<file path="src/rtl/input_debouncer.sv">
// ---------------------------------------------------------------------------
// input_debouncer
// Multi-channel switch/push-button conditioner. Each raw input is brought
// into the clk domain by a 2-flop synchronizer. A per-channel debounce FSM
// then accepts a level change only after DEBOUNCE_CYCLES consecutive
// differing synchronized samples.
//
// Ports:
//   clk        in   system clock, rising edge
//   rst        in   synchronous active-high reset
//   raw_in     in   [WIDTH] asynchronous switch/button levels
//   clean_out  out  [WIDTH] debounced levels (registered)
//   rise_pulse out  [WIDTH] one-cycle pulse on clean_out 0->1 (registered)
//   fall_pulse out  [WIDTH] one-cycle pulse on clean_out 1->0 (registered)
//
// Build option:
//   DEBOUNCE_EDGE_PULSE_EN - when defined, the edge pulses are generated.
//   When undefined, the pulse outputs are tied to 0 and no pulse flops
//   exist. clean_out behaves the same in both builds.
// ---------------------------------------------------------------------------
module input_debouncer #(
   parameter int unsigned WIDTH           = 2,
   parameter int unsigned DEBOUNCE_CYCLES = 50000,
   parameter int unsigned CNT_W           = 16
) (
   input  logic             clk,
   input  logic             rst,
   input  logic [WIDTH-1:0] raw_in,
   output logic [WIDTH-1:0] clean_out,
   output logic [WIDTH-1:0] rise_pulse,
   output logic [WIDTH-1:0] fall_pulse
);

   localparam logic [CNT_W-1:0] LP_DB_CNT = CNT_W'(DEBOUNCE_CYCLES);
   localparam logic [CNT_W-1:0] LP_ONE    = CNT_W'(1);
   localparam bit               LP_IMMED  = (DEBOUNCE_CYCLES == 1);

   typedef enum logic [1:0] {
      S0  = 2'd0,   // stable low
      W01 = 2'd1,   // qualifying a rise
      S1  = 2'd2,   // stable high
      W10 = 2'd3    // qualifying a fall
   } state_t;

   logic [WIDTH-1:0] r_s1;
   logic [WIDTH-1:0] r_sq;

   // Two-flop synchronizer; the FSMs only ever look at r_sq
   always_ff @(posedge clk) begin
      if (rst) begin
         r_s1 <= '0;
         r_sq <= '0;
      end else begin
         r_s1 <= raw_in;
         r_sq <= r_s1;
      end
   end

   for (genvar g = 0; g < WIDTH; g++) begin : g_ch
      state_t           r_state;
      state_t           w_state_nxt;
      logic [CNT_W-1:0] r_cnt;
      logic [CNT_W-1:0] w_cnt_nxt;
      logic             w_commit;
      logic             r_clean;
      logic             w_clean_nxt;

      // State register (clean level is registered alongside the state)
      always_ff @(posedge clk) begin
         if (rst) begin
            r_state <= S0;
            r_cnt   <= '0;
            r_clean <= 1'b0;
         end else begin
            r_state <= w_state_nxt;
            r_cnt   <= w_cnt_nxt;
            r_clean <= w_clean_nxt;
         end
      end

      // Next-state: count consecutive differing samples, commit at the limit
      always_comb begin
         w_state_nxt = r_state;
         w_cnt_nxt   = r_cnt;
         w_commit    = 1'b0;
         case (r_state)
            S0: begin
               if (r_sq[g]) begin
                  if (LP_IMMED) begin
                     w_state_nxt = S1;
                     w_commit    = 1'b1;
                  end else begin
                     w_state_nxt = W01;
                     w_cnt_nxt   = LP_ONE;
                  end
               end
            end
            W01: begin
               if (r_sq[g]) begin
                  if ((r_cnt + LP_ONE) == LP_DB_CNT) begin
                     w_state_nxt = S1;
                     w_cnt_nxt   = '0;
                     w_commit    = 1'b1;
                  end else begin
                     w_cnt_nxt = r_cnt + LP_ONE;
                  end
               end else begin
                  // Glitch: drop the partial qualification
                  w_state_nxt = S0;
                  w_cnt_nxt   = '0;
               end
            end
            S1: begin
               if (!r_sq[g]) begin
                  if (LP_IMMED) begin
                     w_state_nxt = S0;
                     w_commit    = 1'b1;
                  end else begin
                     w_state_nxt = W10;
                     w_cnt_nxt   = LP_ONE;
                  end
               end
            end
            W10: begin
               if (!r_sq[g]) begin
                  if ((r_cnt + LP_ONE) == LP_DB_CNT) begin
                     w_state_nxt = S0;
                     w_cnt_nxt   = '0;
                     w_commit    = 1'b1;
                  end else begin
                     w_cnt_nxt = r_cnt + LP_ONE;
                  end
               end else begin
                  w_state_nxt = S1;
                  w_cnt_nxt   = '0;
               end
            end
            default: begin
               w_state_nxt = S0;
               w_cnt_nxt   = '0;
            end
         endcase
      end

`ifdef DEBOUNCE_EDGE_PULSE_EN
      logic r_rise;
      logic r_fall;
      logic w_rise_nxt;
      logic w_fall_nxt;
`endif

      // Output decode: a commit toggles the level and flags the edge direction
      always_comb begin
         w_clean_nxt = r_clean ^ w_commit;
`ifdef DEBOUNCE_EDGE_PULSE_EN
         w_rise_nxt  = w_commit & ~r_clean;
         w_fall_nxt  = w_commit &  r_clean;
`endif
      end

      assign clean_out[g] = r_clean;

`ifdef DEBOUNCE_EDGE_PULSE_EN
      // Pulse flops; reset clears them without emitting an edge
      always_ff @(posedge clk) begin
         if (rst) begin
            r_rise <= 1'b0;
            r_fall <= 1'b0;
         end else begin
            r_rise <= w_rise_nxt;
            r_fall <= w_fall_nxt;
         end
      end

      assign rise_pulse[g] = r_rise;
      assign fall_pulse[g] = r_fall;
`else
      assign rise_pulse[g] = 1'b0;
      assign fall_pulse[g] = 1'b0;
`endif
   end

endmodule

</file>
<file path="config.mk">
export PLATFORM = sky130hd
export DESIGN_NAME = input_debouncer
export DESIGN_NICKNAME = d
export VERILOG_FILES = /design/src/rtl/input_debouncer.sv
export SDC_FILE = /design/constraint.sdc
export NUM_CORES = 1
export LEC_CHECK = 0
export ABC_AREA = 1
export CAP_MARGIN = 20
export CORE_UTILIZATION = 45
export CTS_CLUSTER_SIZE = 40
export DETAILED_ROUTE_END_ITERATION = 6
export DONT_BUFFER_PORTS = 1
export PLACE_DENSITY_LB_ADDON = 0.15
export SYNTH_ARGS = -nofsm -noshare
export SYNTH_HDL_FRONTEND = slang
export SYNTH_SLANG_ARGS = --single-unit
</file>
<file path="constraint.sdc">
create_clock -name clk -period 2.2 [get_ports clk]
set_input_delay 0.11 -clock clk [delete_from_list [all_inputs] [get_ports clk]]
set_output_delay 0.11 -clock clk [all_outputs]
set_load 0.005 [all_outputs]
</file>
Word level (Yosys, flattened, before mapping)
Cells that the tools add are included.
- flip-flop bits (word level): 42
- bits in latches: 0
- memory bits (writable): 0
- memory bits (read-only): 0
- input port bits: 4
- output and inout bits: 6
- logic and storage cells: 68
- memories: 0
- add/sub/neg operators: 2
- multiply operators: 0
- divide/modulo/power cells: 0
- $lt $le $gt $ge: 0
- eq/ne operators: 16
- shifts and indexed selects: 0
- multiplexer cells: 34
- bitwise logic cells: 2
- reduce and logical (&&, ||, !) cells: 6
- operator list (operator ; number):
    16-bit 2-to-1 mux ; 10
    16-bit case mux with 4 select lines ; 2
    16-bit by 1-bit adder with 16-bit output, second input constant ; 2
    16-bit equality test, second input constant ; 2
    2-bit 2-to-1 mux ; 12
    2-bit case mux with 4 select lines ; 2
    3-bit != test, second input constant ; 4
    2-bit equality test, second input constant ; 4
    2-bit != test, second input constant ; 4
    4-bit AND reduction ; 2
    1-bit 2-to-1 mux ; 6
    2-bit by 1-bit equality test with 1-bit output, second input constant ; 2
    2-bit logical NOT ; 2
    1-bit case mux with 2 select lines ; 2
    2-bit AND reduction ; 2
    1-bit XOR ; 2

Depth between registers and ports, before layout
- word-level depth: 6
- mapped depth: 15
- gate-level depth less buffers: 15

Worst setup path after synthesis
Ideal clock, no wire load.
- kind: register -> register
- start: reg g_ch[0].r_cnt[0]
- end: reg g_ch[0].r_state[0]
- setup time: 130 ps
- data arrival time: 1666 ps
- required time: 2070 ps
- setup slack: 405 ps
- cell stages (with the launch flop): 14
- buffers on the path: 0
- clock period less this slack: 1795 ps
- cells stage by stage: dfxtp_1 -> ha_1 -> inv_1 -> nor2_2 -> nand2_1 -> nand2_1 -> nand2_1 -> nor2_1 -> nand3_1 -> nor2_2 -> nand2_4 -> nand2_4 -> nand2_4 -> nor3b_1
- longest elaborated chain between the ends: 4
- elaborated cells between the ends (all ways): 5
- classes of those cells: add/sub (1); eq/ne (3); reduce/logical (1)
- RTL lines (what ; RTL line ; RTL):
    start: declaration ; 62 ; logic [CNT_W-1:0] r_cnt;
    start signal: assignment ; 76 ; r_cnt <= w_cnt_nxt;
    16-bit by 1-bit adder with 16-bit output * ; 100, 126 ;
    16-bit equality test * ; 100, 126 ;
    3-bit != test (no source line) ; - ;
    4-bit AND reduction (no source line) * ; - ;
    end signal: assignment ; 75 ; r_state <= w_state_nxt;
    end: declaration ; 60 ; state_t r_state;
Every way passes the cells marked *; elsewhere a longest branch is shown, timed or not.
A chain may end at the register's enable or synchronous reset.

Final worst setup path
- start: reg g_ch[1].r_cnt[5]
- end: reg g_ch[1].r_cnt[1]
- longest elaborated chain between the ends: 5
- elaborated cells between the ends (all ways): 6
- classes of those cells: add/sub (1); eq/ne (1); mux (4)
- RTL lines (what ; RTL line ; RTL):
    start: declaration ; 62 ;
    start signal: assignment ; 76 ;
    16-bit by 1-bit adder with 16-bit output * ; 100, 126 ;
    16-bit equality test * ; 100, 126 ;
    16-bit 2-to-1 mux * ; 100, 126 ;
    16-bit 2-to-1 mux, on equally long branches ; 125, 99 ;
    16-bit case mux with 4 select lines * ; 86 ; case (r_state)
Marked as above.

==> impl_results.md <==
* Worst-path clk slew at 90 ps
* Global route total overflow at 0
* Initial DRC count at 117
* Crit path launch type: register
* Commonest non-fill, non-tap cell in the layout: nand2_1
* Slowest CP cell: dfxtp_1
* CP arrival at 2170 ps
* CTS tree: done
* Synthesized area at 0.00259 mm²
* Most frequent cells in the layout: nand2_1 (137), inv_1 (51), nor2_1 (36)
* Share of the clock period used by the worst path at 92.4%
* Vias per cell at 4.97
* Pins Over Slew Limit at 0
* Final worst path period need at 2030 ps
* Area Growth Syn to Fin at 8.37%
* Synth Flop Type: dfxtp_1
* Vias at 2,409
* Final wirelength at 5.78 mm
* Standard-cell row count at 27
* Vias in the first global route at 2,177
* ANT cells at 0
* Fillers at 564
* Initial antenna violation count at 0
* DIE AREA at 0.00606 mm²
* Nets@finish at 418
* Layout cells sized above 1 at 13.6%
* Router iterations before antenna repair at 4
* GRT Util Overall at 21.1%
* Placer Congestion at 0.891
* H-tree depth at 2
* Slew @ Worst Pin at 1080 ps
* Max_cap viols at 0
* Crit-path max cell delay at 430 ps
* Run status: finished clean
* CP endpoint kind: register
* WL per Instance at 11.9 µm
* Final setup viols at 0
* Die Y at 77.8 µm
* Maximum vdd ir drop at 0.422 mV
* Synth async-reset ratio at 0%
* Crit-path cells: nand2_1 > nor2_2 > nand2_1 > o21bai_2 > nand2_1 > nor2_2 > nand3_4 > nand2_4 > inv_1 > nand2_1 > a21oi_1
* Cells after DPL at 474
* Die W at 77.8 µm
* Crit path kind: register to register
* Final ANT Viol Nets at 0
* Final WS setup at 167 ps
* Non-filler instance count after layout at 485
* Dpl hpwl at 4.18 mm
* HP Class: input port to register
* Deepest clock path buffer count at 2
* Critical Path Fanout Max at 9
* DP Worst Slack at 98.4 ps
* Largest net degree at the start of global routing at 26
* Avg Inst Size Synth at 6.34 µm²
* Power per cell area at 540 mW/mm²
* Worst skew pair latency at 300 ps
* Layout Skew at 12.8 ps
* Root buffer cell: clkbuf_8
* Post-synth EDFFs at 0
* First-pass GRT wire length at 10.2 mm
* CP most frequent cell: nand2_1
* Post-route DRC violation count at 0
* CTS sink cnt at 42
* Initial Util at 46.7%
* WP data required at 2340 ps
* Register bit total from synthesis at 42
* Number of hold violations in the final report at 0
* Number of distinct library cells after synthesis at 28
* Pleak at 1.07 nW
* Final Core Density at 50.6%
* Max-slew headroom at 27.8%
* Fmax at 492 MHz
* Num CTS Buffers at 5
* Num ports at 10
* Area of the core at 0.00554 mm²
* Syn Inst Count at 408
* Yosys warnings at 0
* Port Buf Inserts at 0
* Register area share after synthesis at 32.5%
## what timing repair did
| action | CTS | global route |
|---|---|---|
| hold buffers | 3 | 0 |
| buffers inserted | 0 | 0 |
| endpoints found under the setup margin | 0 | 19 |
| hold endpoints to repair | 25 | 0 |
| resized for setup | 0 | 15 |
## routing by layer
layer | vias to the layer above | global-route usage (%) | routed length [µm]
met3 | 2 | 4.24 | 342
met5 | - | 0 | 0
li1 | 1283 | - | -
met2 | 55 | 31.2 | 2380
met1 | 1069 | 30.9 | 3030
met4 | 0 | 5.66 | 31
## worst paths after layout
kind / start / to / cells past startpoint / slack, ps
max: g_ch[1].r_cnt[5]$_SDFFE_PP0P_ / g_ch[1].r_cnt[1]$_SDFFE_PP0P_ / 11 / 170
min: rst / g_ch[1].r_cnt[3]$_SDFFE_PP0P_ / 3 / 240
max reg2reg: g_ch[1].r_cnt[5]$_SDFFE_PP0P_ / g_ch[1].r_cnt[1]$_SDFFE_PP0P_ / 11 / 170
min reg2reg: r_s1[0]$_SDFF_PP0_ / r_sq[0]$_SDFF_PP0_ / 2 / 410
## kinds of logic after synthesis
| family | Yosys count | share of synthesized area (%) |
|---|---|---|
| xor gates and xnor gates | 7 | 2.37 |
| AOI/OAI and AO/OA | 43 | 9.28 |
| and+or+nand+nor | 247 | 44.3 |
| other | 1 | 0.145 |
| DFF | 42 | 32.5 |
| adders and majority gates | 2 | 0.967 |
| buffers and inverters | 66 | 10.4 |
## per-stage QoR
step / total power, mW / area (µm²) / TNS (ps) / hold slack, ps
after floorplan: 0.951 / 2600 / 0 / 217
after global placement: 0.993 / 2640 / 0 / 183
after detailed placement: 0.995 / 2640 / 0 / 185
after CTS: 1.53 / 2770 / 0 / 238
after global routing: 1.59 / 2800 / -1.16 / 259
final: 1.51 / 2800 / 0 / 236
## cell usage after synthesis (2+ instances only)
cell	number	area share, %
o21ai_0	15	2.9
xnor2_1	4	1.4
inv_1	51	7.4
nor2_1	38	5.5
a21oi_1	21	4.1
inv_2	3	0.44
dfxtp_1	42	32
clkbuf_1	5	0.73
o21bai_1	5	1.5
nand3b_1	5	1.5
xor2_1	3	1.0
nand2_1	138	20
nand2_2	4	0.97
nand2_4	5	2.2
o21bai_2	2	0.87
nand4_1	17	4.1
nor2_2	11	2.7
buf_4	6	1.7
nand3_2	3	1.2
nor2_4	2	0.87
nor3b_1	2	0.58
ha_1	2	0.97
nand3_1	19	3.7
## where the power goes
group,internal [mW],switching [mW]
registers,0.784,0.0249
clock network,0.227,0.291
logic,0.0599,0.128
## flip-flops by register name, summed over array words and instances (netlist names), named ones only
| name | flops |
|---|---|
| g_ch.r_cnt | 32 |
| g_ch.r_clean | 2 |
| g_ch.r_state | 2 |
| r_s1 | 2 |
| r_sq | 2 |
## final cells by class
type	count	area, µm²	area share [%]
clock buffer	5	68.8	2.45
clock inverter	3	23.8	0.848
inverter	54	203	7.23
multi-input combinational	303	1520	54.0
sequential	42	851	30.3
tap	72	90.1	3.21
timing repair buffer	6	52.6	1.87
## critical path, delay by kind of cell (launching register included)
kind                   cells  cell delay, ps
DFF                        1             430
buffers and inverters      1             100
and+or+nand+nor            8            1110
AOI/OAI and AO/OA          2             240
Note: power is estimated with default switching activity, not from simulation.
